--- src/rtl/uart_tx_sched.sv ---
// -----------------------------------------------------------------------------
// uart_tx_sched
//
// Transmit scheduler in front of the UART transmitter core. Two word-oriented
// requesters share one byte-wide transmitter: port 0 carries command
// responses, port 1 carries the sample readout stream. A granted 32-bit word
// is sent LSB byte first as single-cycle strobes, paced by the transmitter's
// busy flag. A word is always finished before the next one is granted.
//
// Ports:
//   clk_i      in   1   system clock, rising edge
//   rst_i      in   1   synchronous active-high reset
//   req_i      in   2   per-port request, held with data/len until ack
//   data0_i    in  32   port 0 word, byte 0 = bits [7:0]
//   data1_i    in  32   port 1 word, byte 0 = bits [7:0]
//   len0_i     in   2   port 0 byte count minus 1
//   len1_i     in   2   port 1 byte count minus 1
//   ack_o      out  2   one-cycle pulse: word captured for that port
//   tx_data_o  out  8   byte to the transmitter, valid with tx_stb_o
//   tx_stb_o   out  1   one-cycle transmit strobe
//   tx_bsy_i   in   1   transmitter busy (rises the cycle after a strobe)
//   busy_o     out  1   scheduler not idle
//   grant_o    out  1   port being serialized, valid while busy_o
// -----------------------------------------------------------------------------
module uart_tx_sched (
    input  logic        clk_i,
    input  logic        rst_i,
    input  logic [1:0]  req_i,
    input  logic [31:0] data0_i,
    input  logic [31:0] data1_i,
    input  logic [1:0]  len0_i,
    input  logic [1:0]  len1_i,
    output logic [1:0]  ack_o,
    output logic [7:0]  tx_data_o,
    output logic        tx_stb_o,
    input  logic        tx_bsy_i,
    output logic        busy_o,
    output logic        grant_o
);

    typedef enum logic [1:0] {
        ST_IDLE  = 2'd0,
        ST_SEND  = 2'd1,
        ST_GUARD = 2'd2
    } state_t;

    state_t      r_state;
    state_t      w_state_next;

    logic [31:0] r_shift;
    logic [1:0]  r_cnt;
    logic        r_last;
    logic [1:0]  r_ack;
    logic [7:0]  r_tx_data;
    logic        r_tx_stb;
    logic        r_busy;
    logic        r_grant;

    logic        w_gnt_idx;
    logic        w_take;
    logic        w_strobe;
    logic        w_advance;

    // Round-robin pick. With a single requester, req_i[1] already names it;
    // on a tie the port not granted last wins.
    always_comb begin
        if (req_i == 2'b11) begin
            w_gnt_idx = ~r_last;
        end else begin
            w_gnt_idx = req_i[1];
        end
    end

    // NOTE: every signal written here gets a default first, so no path through
    // the case statement leaves one unassigned and infers a latch.
    always_comb begin
        w_state_next = r_state;
        w_take       = 1'b0;
        w_strobe     = 1'b0;
        w_advance    = 1'b0;
        case (r_state)
            ST_IDLE: begin
                if (|req_i) begin
                    w_take       = 1'b1;
                    w_state_next = ST_SEND;
                end
            end
            ST_SEND: begin
                if (!tx_bsy_i) begin
                    w_strobe     = 1'b1;
                    w_state_next = ST_GUARD;
                end
            end
            ST_GUARD: begin
                // The transmitter raises busy one cycle after the strobe; this
                // state lets that rise arrive before SEND looks at it again.
                if (r_cnt == 2'd0) begin
                    w_state_next = ST_IDLE;
                end else begin
                    w_advance    = 1'b1;
                    w_state_next = ST_SEND;
                end
            end
            default: begin
                w_state_next = ST_IDLE;
            end
        endcase
    end

    // NOTE: sequential state uses non-blocking assignments so every register
    // samples pre-edge values regardless of statement order.
    always_ff @(posedge clk_i) begin
        if (rst_i) begin
            r_state <= ST_IDLE;
        end else begin
            r_state <= w_state_next;
        end
    end

    always_ff @(posedge clk_i) begin
        if (rst_i) begin
            r_shift   <= 32'h0;
            r_cnt     <= 2'd0;
            r_last    <= 1'b1;      // port 0 wins the first tie
            r_ack     <= 2'b00;
            r_tx_data <= 8'h00;
            r_tx_stb  <= 1'b0;
            r_busy    <= 1'b0;
            r_grant   <= 1'b0;
        end else begin
            r_ack    <= 2'b00;
            r_tx_stb <= w_strobe;
            // Registered from the next state so busy_o tracks "not IDLE"
            // exactly, without a combinational path to the output.
            r_busy   <= (w_state_next != ST_IDLE);

            if (w_take) begin
                r_shift <= w_gnt_idx ? data1_i : data0_i;
                r_cnt   <= w_gnt_idx ? len1_i  : len0_i;
                r_last  <= w_gnt_idx;
                r_grant <= w_gnt_idx;
                r_ack   <= w_gnt_idx ? 2'b10 : 2'b01;
            end

            if (w_strobe) begin
                r_tx_data <= r_shift[7:0];
            end

            if (w_advance) begin
                r_shift <= {8'h00, r_shift[31:8]};
                r_cnt   <= r_cnt - 2'd1;
            end
        end
    end

    assign ack_o     = r_ack;
    assign tx_data_o = r_tx_data;
    assign tx_stb_o  = r_tx_stb;
    assign busy_o    = r_busy;
    assign grant_o   = r_grant;

endmodule

--- config.mk ---
export PLATFORM = sky130hd
export DESIGN_NAME = uart_tx_sched
export DESIGN_NICKNAME = d
export VERILOG_FILES = /design/src/rtl/uart_tx_sched.sv
export SDC_FILE = /design/constraint.sdc
export NUM_CORES = 1
export LEC_CHECK = 0
export CAP_MARGIN = 20
export CORE_MARGIN = 10
export CORE_UTILIZATION = 31
export CTS_CLUSTER_DIAMETER = 40
export DETAILED_ROUTE_END_ITERATION = 16
export GPL_ROUTABILITY_DRIVEN = 0
export PLACE_DENSITY = 0.59
export SLEW_MARGIN = 20
export SYNTH_ARGS = -nofsm -noshare
export SYNTH_HDL_FRONTEND = slang
export SYNTH_SLANG_ARGS = --single-unit
--- constraint.sdc ---
create_clock -name clk_i -period 2.5 [get_ports clk_i]
set_input_delay 0.5 -clock clk_i [delete_from_list [all_inputs] [get_ports clk_i]]
set_output_delay 0.5 -clock clk_i [all_outputs]
set_load 0.01 [all_outputs]
==> impl_metrics.py <==
metrics = {
    "status": {
        "result_of_the_run": "finished, final reports clean",
    },
    "finish": {
        "syn2layout_area_growth_pct": 46.4,
        "count_of_inserted_antenna_diode_cells": 0,
        "post_route_cells_drive_above_1_share": 0.0723,
        "post_layout_nonfiller_instances": 428,
        "num-fill-cells": 704,
        "final_net_count": 405,
    },
    "placed_design": {
        "dp.cells": 420,
        "detailedPlacementHpwl_um": 5060,
        "port_buffers": 85,
    },
    "clocking": {
        "cts.clk_slew.worst_paths_ns": 0.09,
        "cts_sinks": 50,
        "htreeDepth": 2,
        "post_cts.resized_instances": 0,
        "postCtsHoldBufs": 0,
        "clock_latency_ns": 0.30,
        "cts_max_path_buffers": 2,
        "post_cts.repair.setup_buffers": 0,
        "clock_root_cell": "clkbuf_8",
        "cts_tree": "built",
        "cts_inserted_buffers": 5,
    },
    "drt": {
        "totalWireLength_um": 6620,
        "drtAntennaViolNets": 0,
        "drc_errors": 0,
        "first_iter_violations": 74,
        "drtPass1Iterations": 4,
        "detail_route.vias_per_cell": 4.92,
        "route.vias.total": 2104,
        "drt-wirelength-per-cell_um": 15.5,
    },
    "yosys": {
        "synth_common_cells": "dfxtp_1 (50), nand2_1 (31), a21oi_1 (27)",
        "yosysSeqAreaShare": 0.446,
        "ys_top_cells_by_area": "dfxtp_1 (45%), a221o_1 (11%), mux2i_1 (7.1%), a21oi_1 (6.0%), o21ai_0 (5.6%)",
        "synth_top_area_cell": "dfxtp_1",
        "synth_top_flop_cell": "dfxtp_1",
        "yosys_warnings": 0,
        "synth-seq-cells": 50,
        "syn_area_per_cell_um2": 9.01,
        "synth-async-reset-ratio": 0,
        "number_of_enable_type_register_cells_in_the_synthesized_netlist": 0,
        "synth.net_count": 323,
        "yosys.area.top_type_share": 0.446,
        "synthesis.area_um2": 2240,
        "post_synth_inst_count": 249,
        "yosys.cell_types.count": 34,
        "most_numerous_cell_in_the_yosys_netlist": "dfxtp_1",
    },
    "worst_setup_path": {
        "timing.critical_path.required_ns": 2.75,
        "arrival_ns": 2.33,
        "critical_path.startpoint_type": "input pin",
        "end_kind": "flop",
        "critPathKind": "input pin to flop",
        "crit_fanout": 24,
        "timing.reg2reg.worst_path_depth": 5,
    },
    "timing": {
        "report.final.slew_viol_count": 0,
        "maximum_achievable_frequency_mhz": 481,
        "final_worst_path_period_share": 0.832,
        "finalWorstPathRequiredPeriod_ns": 2.08,
        "finalHoldViolCount": 0,
        "rsz0062_at_grt": "false",
        "fin_skew_ns": 0.00460,
        "fin_hold_ws_ns": 0.467,
        "report.final.setup_viol": 0,
        "slew-limit-headroom": 0.370,
        "final.setup.tns_ns": 0,
        "worst-slew-pin-transition_ns": 0.944,
    },
    "die": {
        "fp.dieArea_um2": 11000,
        "fp.dieH_um": 105,
        "area_of_the_core_um2": 6910,
        "top_level_pins": 86,
        "floorplan.die.width_um": 105,
        "placementRows": 30,
        "effective_utilization_at_floorplan": 0.325,
    },
    "global_route": {
        "initial_antenna_violation_count": 0,
        "grt_overflow_total": 0,
        "maximum_number_of_pins_on_one_net_before_global_route_repair": 25,
        "wire_length_of_the_first_global_routing_pass_um": 11100,
        "grt.total_usage": 0.120,
        "grt_pass1_vias": 2107,
    },
    "job": {
        "max_cap_viol_count": 0,
    },
    "power_and_ir_drop": {
        "power_per_cell_area_nw_per_um2": 575,
        "ir_drop_mv": 0.326,
        "static-leakage-power_nw": 1.24,
        "total_power_w": 0.00189,
    },
    "worst_hold_path": {
        "whs_path_depth": 2,
        "hold_path.class": "flop to flop",
    },
}
==> metrics by stage <==
stage	setup WS [ns]	area, um^2	utilization
floorplan	0.892	2240	-
global placement	0.135	3180	0.461
detailed placement	0.0960	3180	0.461
CTS	0.413	3290	0.476
global route	0.254	3290	0.476
finish	0.421	3290	0.476
==> cell usage in the layout (no fill, tap or decap), types with 2 or more instances in the layout <==
| cell type | instances |
|---|---|
| clkdlybuf4s50_1 | 85 |
| nor3_1 | 3 |
| a31oi_1 | 2 |
| dfxtp_1 | 50 |
| buf_4 | 10 |
| a221o_1 | 24 |
| and3_1 | 3 |
| o21ai_0 | 25 |
| clkbuf_1 | 2 |
| a211oi_1 | 8 |
| clkbuf_8 | 5 |
| inv_1 | 4 |
| nor2_1 | 18 |
| nand2_1 | 31 |
| nor3_2 | 2 |
| mux2i_1 | 16 |
| a21oi_1 | 27 |
==> power by group <==
| part | internal (W) | leakage, nW | total, W | switching [W] |
|---|---|---|---|---|
| Combinational | 0.000230 | 0.780 | 0.000411 | 0.000181 |
| Sequential | 0.000873 | 0.411 | 0.000921 | 0.0000484 |
| Clock | 0.000300 | 0.0524 | 0.000558 | 0.000259 |
| Total | 0.00140 | 1.24 | 0.00189 | 0.000488 |
==> final timing paths <==
| kind | from | to | slack (ns) |
|---|---|---|---|
| min | grant_o | grant_o | 0.47 |
| max | req_i[1] | r_shift[8] | 0.42 |
| min reg2reg | grant_o | grant_o | 0.47 |
| max reg2reg | r_cnt[0] | r_shift[8] | 0.52 |
==> logic make-up after synthesis <==
| group | share of synthesized area |
|---|---|
| and+or+nand+nor | 0.118 |
| muxes | 0.0814 |
| buffers and inverters | 0.0568 |
| AOI/OAI and AO/OA | 0.293 |
| DFF | 0.446 |
| adders and majority gates | 0.00557 |
==> flip-flops by register name (all words and copies together), names as in the netlist <==
signal	count
ack_o	2
r_shift	32
r_state	2
grant_o	1
busy_o	1
r_cnt	2
tx_stb_o	1
r_last	1
tx_data_o	8
==> per-layer routing <==
metal | global-route usage | vias to the layer above | wire, um
met5 | 0 | - | 0
met4 | 0.0294 | 0 | 68
met3 | 0.0393 | 7 | 385
met2 | 0.179 | 68 | 2830
met1 | 0.161 | 946 | 3340
li1 | - | 1083 | -
==> worst max-delay path, cell delays in order <==
cell and delay [ns]:
clkdlybuf4s50_1 0.45, nor3_2 0.25, a211oi_2 0.09, nor2_2 0.74, a221o_1 0.28
==> area by class of cell <==
cell class / instances / area [um^2] / area share
inverters: 4 / 15.0 / 0.00457
multi-input cells: 175 / 1120 / 0.340
clock buffers: 7 / 76.3 / 0.0232
repair buffers: 95 / 926 / 0.282
well taps: 96 / 120 / 0.0365
clock inverters: 1 / 30.0 / 0.00914
flip-flops and latches: 50 / 1000 / 0.305
Note: power is estimated with default switching activity, not from simulation.
==> RTL change 1: new RTL, same flow settings <==
Re-encode `state_t` (3 states) as one-hot, 3 bits wide.
--- a/src/rtl/uart_tx_sched.sv
+++ b/src/rtl/uart_tx_sched.sv
@@ -38,10 +38,10 @@
     output logic        grant_o
 );
 
-    typedef enum logic [1:0] {
-        ST_IDLE  = 2'd0,
-        ST_SEND  = 2'd1,
-        ST_GUARD = 2'd2
+    typedef enum logic [2:0] {
+        ST_IDLE  = 3'b001,
+        ST_SEND  = 3'b010,
+        ST_GUARD = 3'b100
     } state_t;
 
     state_t      r_state;
Check against the original RTL: same outputs for any inputs over 10 cycles, from zero or initial values and one cycle with rst_i high; not proved beyond that.
==> RTL change 1 against the unedited design <==
Critical path type unchanged; wire length down 3.7%; die area up 4.1%; sequential share of layout area down 0.45 points; power down 2.0%; sequential cell count up 1; setup slack better by 0.033 ns; design area up 3.5%; area after synthesis up 5.0%.
==> RTL change 1: results (changes against the unedited design) <==
sta:
  fin_skew_ns: 0.00538  # was 0.00460 ns
  worst_pin_slew_ns: 0.947  # was 0.944 ns
route:
  wl_met3_um: 541  # was 385 µm
  met2_length_um: 3040  # was 2830 µm
  firstDrtPassIters: 4  # unchanged
  vias: 2103  # was 2104
  routed_wl_um: 6380  # was 6620 µm
  routedWlPerCell_um: 14.6  # was 15.5 µm
  drt_iter0_drc: 128  # was 74
  drt-met1-wl_um: 2730  # was 3340 µm
synthesis:
  ys_async_sr_fraction_pct: 0  # unchanged
  synthCells: 256  # was 249
  syn_nets: 330  # was 323
  ys_types: 31  # was 34
  synth_area_leaders: "dfxtp_1 43%, mux2_2 12%, a22oi_1 8.3%, a21oi_1 7.9%, nand2_1 6.8%"  # was dfxtp_1 45%, a221o_1 11%, mux2i_1 7.1%, a21oi_1 6.0%, o21ai_0 5.6%
  ys_top_cells_by_count: "51 x dfxtp_1, 43 x nand2_1, 37 x a21oi_1"  # was 50 x dfxtp_1, 31 x nand2_1, 27 x a21oi_1
  synth_top_area_share_pct: 43.3  # was 44.6%
  synth-seq-area-share_pct: 43.3  # was 44.6%
power_and_ir_drop:
  power_leakage_nw: 1.20  # was 1.24 nW
  vdd_drop_max_mv: 0.214  # was 0.326 mV
cts:
  cts_buffer_depth: 2  # unchanged
  cts_setup_buffers: 0  # unchanged
cells_and_area:
  layout-drive-gt1-share_pct: 15.7  # was 7.23%
  nFillCells: 715  # was 704
  fin_nets: 410  # was 405
placement:
  pre_cts_ws_ns: 0.135  # was 0.0960 ns
  dp.cells: 428  # was 420
  dpl_cell_area_um2: 3320  # was 3180 µm²
  dp_hpwl_um: 4780  # was 5060 µm
  io_buffer_count: 85  # unchanged
grt:
  track_usage_pct: 11.1  # was 12.0%
  grt_pass1_vias: 2143  # was 2107
  grt_pass1_wl_um: 10400  # was 11100 µm
  grt_max_degree: 52  # was 25
worst_setup_path:
  cp.arrival_ns: 2.19  # was 2.33 ns
  crit_fanout: 32  # was 24
status:
  status: "complete, no violations"  # unchanged
-- RTL change 1: changes by cell type in the layout (fill, tap and decap cells not counted), moves of 3 or more --
| cell | before | now |
|---|---|---|
| mux2i_1 | 16 | 8 |
| a21oi_1 | 27 | 36 |
| mux2_2 | 1 | 25 |
| nand2_1 | 31 | 43 |
| o21ai_0 | 25 | 1 |
| and3_1 | 3 | 0 |
| a2111oi_2 | 0 | 4 |
| a211oi_1 | 8 | 0 |
| nor2_1 | 18 | 15 |
| a2111oi_0 | 0 | 4 |
| a22oi_1 | 0 | 26 |
| a221o_1 | 24 | 1 |
-- RTL change 1: worst paths after layout --
| path | from | to | slack (ns) | cells past startpoint |
|---|---|---|---|---|
| setup / recovery | req_i[1] | r_shift[12]$_SDFFE_PP0P_ | 0.45 | 6 |
| hold / removal | r_shift[2]$_SDFFE_PP0P_ | r_shift[2]$_SDFFE_PP0P_ | 0.46 | 2 |
| setup reg to reg | r_state[0]$_SDFF_PP1_ | r_shift[12]$_SDFFE_PP0P_ | 0.63 | 5 |
| hold reg to reg | r_shift[2]$_SDFFE_PP0P_ | r_shift[2]$_SDFFE_PP0P_ | 0.46 | 2 |
-- RTL change 1: critical path: stages --
cell and delay [ns]:
clkdlybuf4s50_1 0.42, or2_2 0.34, and2_2 0.39, buf_4 0.27
a22oi_1 0.16, a21oi_1 0.09
-- RTL change 1: cells by family after synthesis --
group | share of synthesized area [%]
simple gates | 14.6
mux | 15.3
fa+ha+maj | 0.531
flops | 43.3
compound gates | 21.6
buf+inv | 4.62
-- RTL change 1: layout make-up --
type	count	area [µm²]	share of cell area (%)
multi-input combinational	182	1240	36.5
sequential	51	1020	30.0
timing repair buffer	94	926	27.2
tap	99	124	3.64
clock buffer	7	76.3	2.24
inverter	2	7.51	0.221
clock inverter	1	5.00	0.147
-- RTL change 1: layer usage --
| layer | GRT usage (%) | vias to the layer above |
|---|---|---|
| met5 | 0 | - |
| met3 | 3.77 | 9 |
| met2 | 18.1 | 70 |
| met4 | 3.77 | 0 |
| met1 | 13.4 | 947 |
| li1 | - | 1077 |
-- RTL change 1: power by group --
part | total (mW) | switching (mW) | internal, mW | leakage (nW)
Clock | 0.457 | 0.260 | 0.197 | 0.0422
Combinational | 0.457 | 0.199 | 0.258 | 0.739
Sequential | 0.938 | 0.0486 | 0.890 | 0.419
Total | 1.85 | 0.508 | 1.35 | 1.20
==> RTL change 2: new RTL, config.mk and constraints unchanged <==
Made on the original files. Reset style: asynchronous (`rst_i`), changed in 2 clocked blocks. Comments in the files are not updated.
--- a/src/rtl/uart_tx_sched.sv
+++ b/src/rtl/uart_tx_sched.sv
@@ -109,7 +109,7 @@
 
     // NOTE: sequential state uses non-blocking assignments so every register
     // samples pre-edge values regardless of statement order.
-    always_ff @(posedge clk_i) begin
+    always_ff @(posedge clk_i or posedge rst_i) begin
         if (rst_i) begin
             r_state <= ST_IDLE;
         end else begin
@@ -117,7 +117,7 @@
         end
     end
 
-    always_ff @(posedge clk_i) begin
+    always_ff @(posedge clk_i or posedge rst_i) begin
         if (rst_i) begin
             r_shift   <= 32'h0;
             r_cnt     <= 2'd0;
Formal check against the unedited RTL: differs if rst_i is asserted again (counterexample within 4 cycles, from zero or initial values and one cycle with rst_i high); with rst_i held inactive, the same outputs for 10 cycles.
==> RTL change 2 against the unedited design <==
Non-clock buffer count stayed put; design area grew 1.7%; sequential cell count is the same; area after synthesis grew 2.5%; setup slack better by 0.27 ns; wire length increased by 2.7%; largest cell class is now registers.
Power is not compared: it rests on default switching activity, and its combinational part moved more than twofold at a synthesized area within 25%.
==> RTL change 2: results (changes against the unedited design) <==
worst_setup_path:
  cp.arrival_ns: 2.00  # was 2.33 ns
  rrSetupSlack_ns: 0.69  # was 0.52 ns
  cp_top_family: "compound AO/OA/AOI/OAI gates"  # was simple AND/OR/NAND/NOR gates
  crit_fanout: 35  # was 24
  slowest_stage: "dfrtp_1"  # was nor2_2
  cpPeakStageDelay_ns: 0.39  # was 0.74 ns
sta:
  fin_skew_ns: 0.00427  # was 0.00460 ns
  slew_headroom_pct: 66.5  # was 37.0%
  whs_ns: 0.490  # was 0.467 ns
  fmax_ghz: 0.554  # was 0.481 GHz
synthesis:
  synth_top_area_share_pct: 53.3  # was 44.6%
  synth_area_leaders: "dfrtp_1 53%, a221o_1 14%, a32o_1 10%, buf_6 2.9%, mux2_2 2.4%"  # was dfxtp_1 45%, a221o_1 11%, mux2i_1 7.1%, a21oi_1 6.0%, o21ai_0 5.6%
  synth-seq-area-share_pct: 54.4  # was 44.6%
  ys_async_sr_fraction_pct: 100  # was 0%
  synth_most_common_cell: "dfrtp_1"  # was dfxtp_1
  avgSynthCellArea_um2: 13.1  # was 9.01 µm²
  syn_nets: 249  # was 323
  ys_top_cells_by_count: "49 x dfrtp_1, 33 x a221o_1, 24 x a32o_1"  # was 50 x dfxtp_1, 31 x nand2_1, 27 x a21oi_1
  ys_types: 30  # was 34
status:
  status: "complete, no violations"  # unchanged
grt:
  track_usage_pct: 11.9  # was 12.0%
  grt.met2_usage_pct: 16.7  # was 17.9%
  grt_max_degree: 36  # was 25
  grt_use_met1_pct: 16.3  # was 16.1%
  grt_pass1_wl_um: 10800  # was 11100 µm
  grt_pass1_vias: 1964  # was 2107
  grt_util_met3_pct: 5.07  # was 3.93%
route:
  drt-met1-wl_um: 3180  # was 3340 µm
  met2_length_um: 2940  # was 2830 µm
  vias: 1870  # was 2104
  wl_met3_um: 623  # was 385 µm
  viasPerCell: 5.21  # was 4.92
  drt_iter0_drc: 126  # was 74
  routed_wl_um: 6800  # was 6620 µm
cells_and_area:
  n_antenna_cell: 0  # unchanged
  multiInputCombCellCount: 104  # was 175
  multi_input_comb_area_um2: 927  # was 1120 µm²
  buf_share_pct: 28.1  # was 28.2%
  clkbuf_count: 5  # was 7
  fin_nets: 333  # was 405
  fin_area_um2: 3340  # was 3290 µm²
  seqAreaFraction_pct: 37.5  # was 30.5%
  inverters: 3  # was 4
  nFlopsAndLatches: 50  # unchanged
  layout-drive-gt1-share_pct: 11.5  # was 7.23%
  nFillCells: 666  # was 704
  clk_share_pct: 2.69  # was 3.24%
placement:
  dp_hpwl_um: 4980  # was 5060 µm
  io_buffer_count: 85  # unchanged
  pre_cts_ws_ns: 0.443  # was 0.0960 ns
  dp.cells: 351  # was 420
cts:
  cts_resized: 0  # unchanged
  cts_setup_buffers: 0  # unchanged
power_and_ir_drop:
  totalPowerFinal_mw: 3.34
floorplan:
  tapCellCount: 99  # was 96
## RTL change 2: worst paths after layout
path,from,endpoint,depth (start not counted)
min in group asynchronous,rst_i,busy_o$_DFF_PP0_,2
max in group asynchronous,rst_i,r_shift[5]$_DFFE_PP0P_,3
worst max-delay path,r_cnt[0]$_DFFE_PP0P_,r_shift[15]$_DFFE_PP0P_,6
worst max register to register,r_cnt[0]$_DFFE_PP0P_,r_shift[15]$_DFFE_PP0P_,6
worst min-delay path,tx_data_o[3]$_DFFE_PP0P_,tx_data_o[3]$_DFFE_PP0P_,1
worst min register to register,tx_data_o[3]$_DFFE_PP0P_,tx_data_o[3]$_DFFE_PP0P_,1
## RTL change 2: logic make-up (layout without fill, tap and decap cells)
logic type | after synthesis | after routing | share of synthesized area (%)
compound gates | 65 | 65 | 27.5
fa+ha+maj | 1 | 1 | 0.544
buf+inv | 21 | 106 | 5.76
flops | 50 | 50 | 54.4
mux | 8 | 8 | 3.91
simple gates | 30 | 30 | 7.88
